`config.mk`:
```
export PLATFORM = sky130hd
export DESIGN_NAME = pll_reset_sequencer
export DESIGN_NICKNAME = d
export VERILOG_FILES = /design/src/rtl/pll_reset_sequencer.sv
export SDC_FILE = /design/constraint.sdc
export NUM_CORES = 1
export LEC_CHECK = 0
export CORE_MARGIN = 5
export CORE_UTILIZATION = 55
export CTS_CLUSTER_SIZE = 20
export DETAILED_ROUTE_END_ITERATION = 10
export PLACE_DENSITY_LB_ADDON = 0.12
export SYNTH_ARGS = -nofsm -noshare
export SYNTH_HDL_FRONTEND = slang
export SYNTH_SLANG_ARGS = --single-unit
```
`constraint.sdc`:
```
create_clock -name sys_clock -period 4.27 [get_ports sys_clock]
set_clock_uncertainty 0.2 [all_clocks]
set_input_delay 0.427 -clock sys_clock [delete_from_list [all_inputs] [get_ports sys_clock]]
set_output_delay 0.427 -clock sys_clock [all_outputs]
set_load 0.02 [all_outputs]
```
`src/rtl/pll_reset_sequencer.sv`:
```
// PLL reset / core reset sequencer: pulses the PLL reset, waits for a stable lock, then releases core_reset.
// Optional RST_SEQ_RELOCK_RETRY_EN: lock loss in RUN forces a fresh PLL reset pulse instead of a plain re-wait.
module pll_reset_sequencer #(
  parameter int PLL_RST_CYCLES = 16,
  parameter int LOCK_TIMEOUT   = 65536,
  parameter int LOCK_STABLE    = 1024,
  parameter int HOLD_CYCLES    = 256,
  parameter int CNT_W          = 17
) (
  input  logic       sys_clock,
  input  logic       reset,
  input  logic       pll_locked,
  output logic       pll_rst,
  output logic       core_reset,
  output logic [2:0] seq_state,
  output logic [3:0] retry_count
);

  // state | meaning
  // PLL_RST   (0) | PLL reset pulse in progress
  // WAIT_LOCK (1) | waiting for lock, timeout triggers another pulse
  // STABLE    (2) | lock seen, must stay high for LOCK_STABLE cycles
  // HOLD      (3) | extra core reset hold after stability
  // RUN       (4) | core released, counter frozen
  localparam logic [2:0] S_PLL_RST   = 3'd0;
  localparam logic [2:0] S_WAIT_LOCK = 3'd1;
  localparam logic [2:0] S_STABLE    = 3'd2;
  localparam logic [2:0] S_HOLD      = 3'd3;
  localparam logic [2:0] S_RUN       = 3'd4;

  localparam logic [CNT_W-1:0] RST_TC    = CNT_W'(PLL_RST_CYCLES - 1);
  localparam logic [CNT_W-1:0] TIMEOUT_TC = CNT_W'(LOCK_TIMEOUT - 1);
  localparam logic [CNT_W-1:0] STABLE_TC = CNT_W'(LOCK_STABLE - 1);
  localparam logic [CNT_W-1:0] HOLD_TC   = CNT_W'(HOLD_CYCLES - 1);

  logic [2:0]       state_q, state_d;
  logic [CNT_W-1:0] cnt_q, cnt_d, cnt_inc;
  logic [3:0]       retry_q, retry_d, retry_inc;
  logic             pll_rst_q, pll_rst_d;
  logic             core_reset_q, core_reset_d;
  logic             sync1_q, sync2_q;
  logic             locked_s;

  assign locked_s  = sync2_q;
  assign cnt_inc   = cnt_q + {{(CNT_W-1){1'b0}}, 1'b1};
  assign retry_inc = (retry_q == 4'hF) ? retry_q : retry_q + 4'd1;

  always_ff @(posedge sys_clock or posedge reset) begin
    if (reset) begin
      state_q      <= S_PLL_RST;
      cnt_q        <= '0;
      retry_q      <= 4'd0;
      pll_rst_q    <= 1'b1;
      core_reset_q <= 1'b1;
      sync1_q      <= 1'b0;
      sync2_q      <= 1'b0;
    end else begin
      state_q      <= state_d;
      cnt_q        <= cnt_d;
      retry_q      <= retry_d;
      pll_rst_q    <= pll_rst_d;
      core_reset_q <= core_reset_d;
      sync1_q      <= pll_locked;
      sync2_q      <= sync1_q;
    end
  end

  // Lock loss wins over counter expiry; lock arrival wins over timeout.
  always_comb begin
    state_d = state_q;
    cnt_d   = cnt_q;
    retry_d = retry_q;
    case (state_q)
      S_PLL_RST: begin
        if (cnt_q == RST_TC) begin
          state_d = S_WAIT_LOCK;
          cnt_d   = '0;
        end else begin
          cnt_d = cnt_inc;
        end
      end
      S_WAIT_LOCK: begin
        if (locked_s) begin
          state_d = S_STABLE;
          cnt_d   = '0;
        end else if (cnt_q == TIMEOUT_TC) begin
          state_d = S_PLL_RST;
          cnt_d   = '0;
          retry_d = retry_inc;
        end else begin
          cnt_d = cnt_inc;
        end
      end
      S_STABLE: begin
        if (!locked_s) begin
          state_d = S_WAIT_LOCK;
          cnt_d   = '0;
        end else if (cnt_q == STABLE_TC) begin
          state_d = S_HOLD;
          cnt_d   = '0;
        end else begin
          cnt_d = cnt_inc;
        end
      end
      S_HOLD: begin
        if (!locked_s) begin
          state_d = S_WAIT_LOCK;
          cnt_d   = '0;
        end else if (cnt_q == HOLD_TC) begin
          state_d = S_RUN;
        end else begin
          cnt_d = cnt_inc;
        end
      end
      S_RUN: begin
        if (!locked_s) begin
`ifdef RST_SEQ_RELOCK_RETRY_EN
          state_d = S_PLL_RST;
          retry_d = retry_inc;
`else
          state_d = S_WAIT_LOCK;
`endif
          cnt_d = '0;
        end
      end
      default: begin
        state_d = S_PLL_RST;
        cnt_d   = '0;
      end
    endcase
  end

  always_comb begin
    pll_rst_d    = (state_d == S_PLL_RST);
    core_reset_d = (state_d != S_RUN);
  end

  assign pll_rst     = pll_rst_q;
  assign core_reset  = core_reset_q;
  assign seq_state   = state_q;
  assign retry_count = retry_q;

endmodule

```
==> flow_summary.yaml, run 1 <==
clock_network:
  clock-sinks: 28
  clock_latency_ns: 0.33
  cts_root_buffer: "clkbuf_4"
  cts_tree: "yes"
  cts.clk_slew.worst_paths_ns: 0.16
  post-cts-setup-buffers: 0
  cts-hold-fix-buffers: 0
  cts_buffers: 3
  h-tree-depth: 1
  cts_resized: 0
  cts_buffer_depth: 2
power_and_ir_drop:
  max-vdd-ir-drop_mv: 0.227
  power_density_nw_per_um2: 373
  finalPower_mw: 0.712
  clkPwrFrac: 0.251
  p_leak_nw: 0.743
  swShare: 0.352
  switchingPower_mw: 0.250
  power.internal_mw: 0.461
  pwr-share-seq: 0.465
  pwr-share-comb: 0.284
critical_path:
  reg2reg_depth: 11
  cp_slowest_stage_delay_ns: 0.43
  rr_startpoint: "cnt_q[0]$_DFFE_PP0P_"
  cp.arrival_ns: 3.03
  critPathMaxFanout: 14
  endpoint_kind: "flip-flop"
  setup.worst_path.start: "cnt_q[0]$_DFFE_PP0P_"
  path_cells: "ha_1 > nand4_1 > nor3_2 > and3_1 > nand3_1 > inv_1 > ha_1 > nand2b_1 > o21ai_4 > nor2_2 > o221ai_1"
  start_kind: "flip-flop"
  cp_common_cell: "ha_1"
  r2r_end: "cnt_q[4]$_DFFE_PP0P_"
  worstSetupPathType: "reg2reg"
  required_ns: 4.28
  slowest_stage: "dfrtp_1"
  reg2reg_slack_ns: 1.25
placement:
  gp_congestion: 0.841
  hpwl_um: 2810
  portBuffers: 11
global_routing:
  antenna_found_initial: 0
  grt_max_degree: 29
  grt_use_total: 0.194
  grt_pass1_wl_um: 6640
  grt_pass1_vias: 1461
  overflow: 0
worst_hold_path:
  hold_depth: 0
  worstHoldPathType: "reg2reg"
  min_from: "sync1_q$_DFF_PP0_"
  min_to: "locked_s$_DFF_PP0_"
sta:
  timing.final.crit_share: 0.708
  hold_viol_final: 0
  drv_slew: 0
  fin_crit_ns: 3.02
  setup_tns_ns: 0
  worstMarginPinSlew_ns: 1.06
  rsz0062_at_grt: "no"
  max_freq_mhz: 331
  setup-violations-final: 0
  hold_slack_ns: 0.175
  slew_headroom: 0.294
final_layout:
  multi_input_area_sq_um: 947
  final_util: 0.625
  n_fill_cell: 263
  layout_commonest_cell: "nand2_1"
  ff_latch_area_sq_um: 703
  synthToLayoutAreaGrowth_pct: 9.16
  final_cell_mix: "nand2_1, dfrtp_1, o211ai_1, clkdlybuf4s50_1, nand3_1"
  num_antenna_cells: 0
  layout.nets: 198
  drive_gt1_frac: 0.132
floorplanning:
  core_area_sq_um: 3050
  fp-row-count: 20
  die_w_um: 66.4
  initial_core_util: 0.573
  die_h_um: 66.4
  dieArea_sq_um: 4410
  boundaryPins: 12
drt:
  wl_per_cell_um: 16.2
  drtIter0Drc: 140
  vias_per_cell: 6.28
  drt_pre_antenna_iters: 4
  wl_um: 3780
  drcViolationCount: 0
  num_vias: 1470
  ant_nets: 0
logic_synthesis:
  synth_fa_ha_area_frac: 0.0286
  synth_edf_count: 0
  synth-async-reset-ratio: 1.00
  yosysUniqueCellTypes: 51
  yosysTopAreaCellShare: 0.372
  synth_top_family_by_area: "simple AND/OR/NAND/NOR gates"
  synth_top_area_cell: "dfrtp_1"
  ys_dominant_reg_cell: "dfrtp_1"
  synth_compound_area_frac: 0.206
  avgSynthCellArea_sq_um: 9.76
  synth_warnings: 0
  synthMuxAreaShare: 0.00644
  ys_seq_elements: 28
  synth_xor_area_frac: 0.0150
  yosys.area_share.simple: 0.286
  synth_area_leaders: "dfrtp_1, o211ai_1, nand2_1, dfstp_2, ha_1"
  syn_area_sq_um: 1750
  yosysSeqAreaShare: 0.402
  syn-num-nets: 186
  netlist_instances: 179
status:
  status: "completed"
flow_run:
  maxCapViolCount: 0
[critical path, delay by kind of cell, from the launching register on]
kind                     cells  cell delay, ns
flip-flops                   1            0.43
buffers and inverters        1            0.09
AND/OR/NAND/NOR              6            1.43
adder cells (fa/ha/maj)      2            0.41
AO/OA/AOI/OAI                2            0.33
[kinds of logic after synthesis]
family,count (synthesis)
xor+xnor,3
compound gates,42
fa+ha+maj,4
flops,28
simple gates,87
buf+inv,14
mux,1
[stage by stage]
stage | cell area [sq um] | worst slack [ns] | cells
2_1_floorplan | 1750 | 1.60 | 179
3_3_place_gp | 1860 | 1.41 | 230
3_5_place_dp | 1860 | 1.26 | 230
4_1_cts | 1910 | 1.24 | 234
5_1_grt | 1910 | 1.00 | 234
6_report | 1910 | 1.25 | 234
[synth_stat cells, drive strengths merged, types with 3 or more instances]
library cell  instances
and3                  3
o211ai               18
nor4                  5
or3                   8
nor3                  3
ha                    4
nand2                30
nand4                 3
nand2b                4
nor2                  5
o21ai                 8
o311ai                4
or2                   4
o221ai                3
nand3                10
buf                   4
inv                  10
dfrtp                26
[worst max-delay path by stage]
| stage | end | slack (ns) | cells past startpoint |
|---|---|---|---|
| after global routing | cnt_q[4]$_DFFE_PP0P_ | 1.0 | 11 |
| after floorplan | retry_count[1]$_DFFE_PP0P_ | 1.60 | 10 |
| after detailed placement | cnt_q[4]$_DFFE_PP0P_ | 1.26 | 11 |
| after CTS | cnt_q[4]$_DFFE_PP0P_ | 1.24 | 11 |
| final | cnt_q[4]$_DFFE_PP0P_ | 1.25 | 11 |
| after global placement | retry_count[1]$_DFFE_PP0P_ | 1.41 | 10 |
[metal layers]
metal / share of wire / vias up / track usage
met5: 0 / - / 0
met4: 0.011 / 0 / 0.0660
met3: 0.031 / 4 / 0.0238
met2: 0.51 / 27 / 0.348
met1: 0.45 / 745 / 0.237
li1: - / 694 / -
[area by class of cell]
type | count | share of cell area
multi-input combinational | 137 | 0.496
sequential | 28 | 0.369
timing repair buffer | 11 | 0.0577
clock buffer | 3 | 0.0118
clock inverter | 1 | 0.0157
tap | 44 | 0.0289
inverter | 10 | 0.0210
[state kept, by name (all words and copies together) (netlist names)]
| register | flops |
|---|---|
| cnt_q | 17 |
| retry_count | 4 |
| seq_state | 3 |
| core_reset | 1 |
| locked_s | 1 |
| pll_rst | 1 |
| sync1_q | 1 |
[power by group through the flow]
stage          Combinational (mW)  Clock [mW]  Sequential (mW)
5_1_grt                     0.222       0.193            0.337
2_1_floorplan               0.145           0            0.340
4_1_cts                     0.203       0.179            0.331
3_5_place_dp                0.202           0            0.336
3_3_place_gp                0.197           0            0.332
6_report                    0.202       0.179            0.331
Power figures use the tool's default switching activity.
==> run 2, diff against run 1 <==
Clock period 4.27 ns to 3.1 ns, I/O delays scaled along.
==> flow_summary.yaml, run 2 (synthesis results as in run 1) <==
critical_path:
  r2r_end: "cnt_q[4]$_DFFE_PP0P_"
  endpoint_kind: "flip-flop"
  cp_num_cells: 11
  path_cells: "ha_1 > nand4_1 > nor3_2 > and3_1 > nand3_1 > inv_1 > ha_1 > nand2b_1 > o21ai_4 > nor2_2 > o221ai_1"
  start_kind: "flip-flop"
  cp_slowest_stage_delay_ns: 0.43
  rr_startpoint: "cnt_q[0]$_DFFE_PP0P_"
  setup.worst_path.start: "cnt_q[0]$_DFFE_PP0P_"
  path_buf_inv: 1
  critPathTopFamily: "simple AND/OR/NAND/NOR gates"
  slowest_stage: "dfrtp_1"
  required_ns: 3.10
  worstSetupPathType: "reg2reg"
  cp_common_cell: "ha_1"
  crit_end: "cnt_q[4]$_DFFE_PP0P_"
  reg2reg_slack_ns: 0.27
  cp.arrival_ns: 2.84
  critPathMaxFanout: 14
  reg2reg_depth: 11
drt:
  drtIter0Drc: 69
  ant_nets: 0
  drcViolationCount: 0
  vias_per_cell: 6.11
  num_vias: 1443
  drt_pre_antenna_iters: 4
  wl_per_cell_um: 15.6
  wl_um: 3690
clock_network:
  cts.clk_slew.worst_paths_ns: 0.15
  cts_tree: "yes"
  post-cts-setup-buffers: 0
  clock-sinks: 28
  h-tree-depth: 1
  cts_buffers: 3
  cts_buffer_depth: 2
  cts-hold-fix-buffers: 0
  cts_resized: 0
  cts_root_buffer: "clkbuf_4"
  clock_latency_ns: 0.32
placement:
  hpwl_um: 2750
  portBuffers: 11
  gp_congestion: 0.837
final_layout:
  final_cell_mix: "nand2_1, dfrtp_1, o211ai_1, clkdlybuf4s50_1, nand3_1"
  largest_register: "cnt_q"
  drive_gt1_frac: 0.141
  num_antenna_cells: 0
  synthToLayoutAreaGrowth_pct: 10.0
  layout.nets: 200
  layout_commonest_cell: "nand2_1"
  largest_reg_flops: 17
status:
  status: "completed"
power_and_ir_drop:
  power.internal_mw: 0.636
  finalPower_mw: 0.976
  max-vdd-ir-drop_mv: 0.281
  p_leak_nw: 0.753
  swShare: 0.348
  power_density_nw_per_um2: 508
  pwr-share-comb: 0.290
  pwr-share-seq: 0.464
  switchingPower_mw: 0.340
  clkPwrFrac: 0.246
sta:
  hold_viol_final: 0
  worstMarginPinSlew_ns: 0.799
  fin_crit_ns: 2.83
  max_freq_mhz: 353
  setup_tns_ns: 0
  timing.final.crit_share: 0.914
  slew_headroom: 0.467
  drv_slew: 0
  setup-violations-final: 0
  rsz0062_at_grt: "no"
floorplanning:
  die_w_um: 66.4
  core_area_sq_um: 3050
  die_h_um: 66.4
  initial_core_util: 0.573
  dieArea_sq_um: 4410
  fp-row-count: 20
  boundaryPins: 12
global_routing:
  grt_max_degree: 29
  antenna_found_initial: 0
  overflow: 0
  grt_pass1_vias: 1449
  grt_pass1_wl_um: 6560
  grt_use_total: 0.188
worst_hold_path:
  worstHoldPathType: "in2async"
flow_run:
  maxCapViolCount: 0
## run 2: changes by cell type in the layout (fill, tap and decap cells not counted), sizes merged
| cell | previous run | this run |
|---|---|---|
| buf | 0 | 2 |
## run 2: worst min-delay path by stage
stage	end	slack, ns	cells after the start
floorplan	locked_s$_DFF_PP0_	0.13	0
global placement	locked_s$_DFF_PP0_	0.13	0
detailed placement	locked_s$_DFF_PP0_	0.15	0
CTS	sync1_q$_DFF_PP0_	0.14	3
global route	retry_count[1]$_DFFE_PP0P_	0.15	3
finish	seq_state[2]$_DFF_PP0_	0.13	3
## run 2: per-layer routing
| metal | part of all wire | up-vias | global-route usage |
|---|---|---|---|
| li1 | - | 699 | - |
| met1 | 0.45 | 698 | 0.244 |
| met2 | 0.50 | 42 | 0.332 |
| met3 | 0.041 | 4 | 0.0238 |
| met4 | 0.0089 | 0 | 0.0355 |
| met5 | 0 | - | 0 |
## run 2: stage by stage
stage	std cells	setup slack (ns)	hold slack [ns]	instance area, sq um	util
after floorplan	179	0.429	0.131	1750	-
after global placement	232	0.405	0.134	1870	0.613
after detailed placement	232	0.304	0.154	1870	0.613
after CTS	236	0.286	0.138	1920	0.630
after global routing	236	0.0409	0.152	1920	0.630
final	236	0.266	0.128	1920	0.630
## run 2: final cells by class
type,count,area (sq um)
Fill cell,261,1130
Sequential cell,28,703
Inverter,10,40.0
Multi-Input combinational cell,137,947
Timing Repair Buffer,13,125
Clock buffer,3,22.5
Clock inverter,1,30.0
Tap cell,44,55.1
## run 2: power groups by stage
stage / sequential, mW / combinational, mW / clock (mW)
after global routing: 0.463 / 0.309 / 0.263
after detailed placement: 0.460 / 0.280 / 0
after CTS: 0.453 / 0.281 / 0.246
after global placement: 0.458 / 0.272 / 0
after floorplan: 0.468 / 0.200 / 0
final: 0.453 / 0.283 / 0.240
## run 2: worst min-delay path, cell delays in order
cell	delay [ns]
clkdlybuf4s50_1	0.40
inv_1	0.05
buf_4	0.32
==> run 3, diff against run 2 <==
Settings changed: GPL_TIMING_DRIVEN set to 0.
==> flow_summary.yaml, run 3 (synthesis results as in run 1) <==
sta:
  slew_headroom: 0.296
  postLayoutSetupSlackWorst_ns: 0.323
  max_freq_mhz: 360
  timing.final.crit_share: 0.896
  drv_slew: 0
  worstMarginPinSlew_ns: 1.06
  hold_viol_final: 0
  rsz0062_at_grt: "no"
  setup_tns_ns: 0
  setup-violations-final: 0
  fin_crit_ns: 2.78
  hold_slack_ns: 0.178
floorplanning:
  die_w_um: 66.4
  dieArea_sq_um: 4410
  die_h_um: 66.4
  boundaryPins: 12
  initial_core_util: 0.573
  fp-row-count: 20
  core_area_sq_um: 3050
global_routing:
  antenna_found_initial: 0
  grt_pass1_vias: 1471
  grt_max_degree: 29
  grt_use_total: 0.200
  overflow: 0
  grt_pass1_wl_um: 6710
drt:
  wl_um: 3850
  drtIter0Drc: 93
  drt_pre_antenna_iters: 4
  drcViolationCount: 0
  wl_per_cell_um: 16.0
  ant_nets: 0
  num_vias: 1470
  vias_per_cell: 6.13
placement:
  portBuffers: 11
  dp_slack_ns: 0.0296
  hpwl_um: 2850
  gp_congestion: 0.910
  dp_cells: 234
final_layout:
  layout.nets: 204
  largest_register: "cnt_q"
  layout_commonest_cell: "nand2_1"
  fin_cells: 240
  final_cell_mix: "nand2_1, dfrtp_1, o211ai_1, clkdlybuf4s50_1, nand3_1"
  synthToLayoutAreaGrowth_pct: 14.3
  num_antenna_cells: 0
  drive_gt1_frac: 0.163
  largest_reg_flops: 17
worst_hold_path:
  worstHoldPathType: "reg2reg"
critical_path:
  required_ns: 3.12
  critPathMaxFanout: 9
  endpoint_kind: "flip-flop"
  start_kind: "flip-flop"
  cp.arrival_ns: 2.79
  worstSetupPathType: "reg2reg"
power_and_ir_drop:
  swShare: 0.350
  clkPwrFrac: 0.242
  switchingPower_mw: 0.352
  pwr-share-seq: 0.449
  power_density_nw_per_um2: 503
  max-vdd-ir-drop_mv: 0.290
  pwr-share-comb: 0.310
  power.internal_mw: 0.654
  p_leak_nw: 0.797
clock_network:
  cts-hold-fix-buffers: 0
  clock_latency_ns: 0.33
  clock-sinks: 28
  cts_root_buffer: "clkbuf_4"
  cts.clk_slew.worst_paths_ns: 0.15
  h-tree-depth: 1
  cts_buffer_depth: 2
  cts_tree: "yes"
  cts_buffers: 3
flow_run:
  maxCapViolCount: 0
status:
  status: "completed"
==> run 3: cell count changes in the layout (fill, tap and decap cells not counted), sizes merged <==
cell	change
buf	+4
==> run 3: timing repair <==
| item | in CTS | in global routing |
|---|---|---|
| setup buffers | 0 | 2 |
| gates resized for setup | 0 | 3 |
| setup endpoints to repair | 0 | 21 |
==> run 3: worst max-delay path, cell delays in order (launching register included) <==
cell and delay (ns):
dfrtp_1 0.43, ha_1 0.23, nand4_1 0.23, nor3_4 0.24, and3_1 0.21, nand3_1 0.11, inv_1 0.08, ha_1 0.19
nand2b_1 0.16, o21ai_4 0.11, o21ai_4 0.29, o221ai_1 0.18
==> run 3: power groups by stage <==
stage | Combinational [mW] | Clock, mW | Sequential, mW
3_5_place_dp | 0.301 | 0 | 0.458
4_1_cts | 0.304 | 0.250 | 0.451
3_3_place_gp | 0.298 | 0 | 0.456
5_1_grt | 0.339 | 0.267 | 0.461
6_report | 0.311 | 0.243 | 0.452
2_1_floorplan | 0.200 | 0 | 0.468
==> run 3: metrics by stage <==
stage / utilization / total power [mW] / area (sq um)
after detailed placement: 0.627 / 0.759 / 1910
final: 0.655 / 1.01 / 2000
after global placement: 0.627 / 0.754 / 1910
after global routing: 0.655 / 1.07 / 2000
after floorplan: - / 0.668 / 1750
after CTS: 0.644 / 1.01 / 1970
==> run 3: layout make-up <==
| type | count | area, sq um |
|---|---|---|
| Buffer | 4 | 57.6 |
| Sequential cell | 28 | 703 |
| Timing Repair Buffer | 13 | 125 |
| Multi-Input combinational cell | 137 | 965 |
| Clock buffer | 3 | 22.5 |
| Clock inverter | 1 | 30.0 |
| Inverter | 10 | 40.0 |
| Tap cell | 44 | 55.1 |
| Fill cell | 259 | 1050 |
==> run 3: routing by layer <==
layer / vias up / GRT usage / wire [um]
met5: - / 0 / 0
li1: 709 / - / -
met2: 41 / 0.340 / 1940
met1: 715 / 0.252 / 1640
met4: 0 / 0.0812 / 48
met3: 5 / 0.0272 / 213
==> run 3: worst paths after layout <==
path	start	end	slack, ns	cells after the start
setup / recovery	cnt_q[0]$_DFFE_PP0P_	cnt_q[11]$_DFFE_PP0P_	0.32	11
hold / removal	sync1_q$_DFF_PP0_	locked_s$_DFF_PP0_	0.18	0
setup reg to reg	cnt_q[0]$_DFFE_PP0P_	cnt_q[11]$_DFFE_PP0P_	0.32	11
hold reg to reg	sync1_q$_DFF_PP0_	locked_s$_DFF_PP0_	0.18	0
max in group asynchronous	reset	cnt_q[13]$_DFFE_PP0P_	1.76	2
min in group asynchronous	reset	retry_count[0]$_DFFE_PP0P_	0.31	2
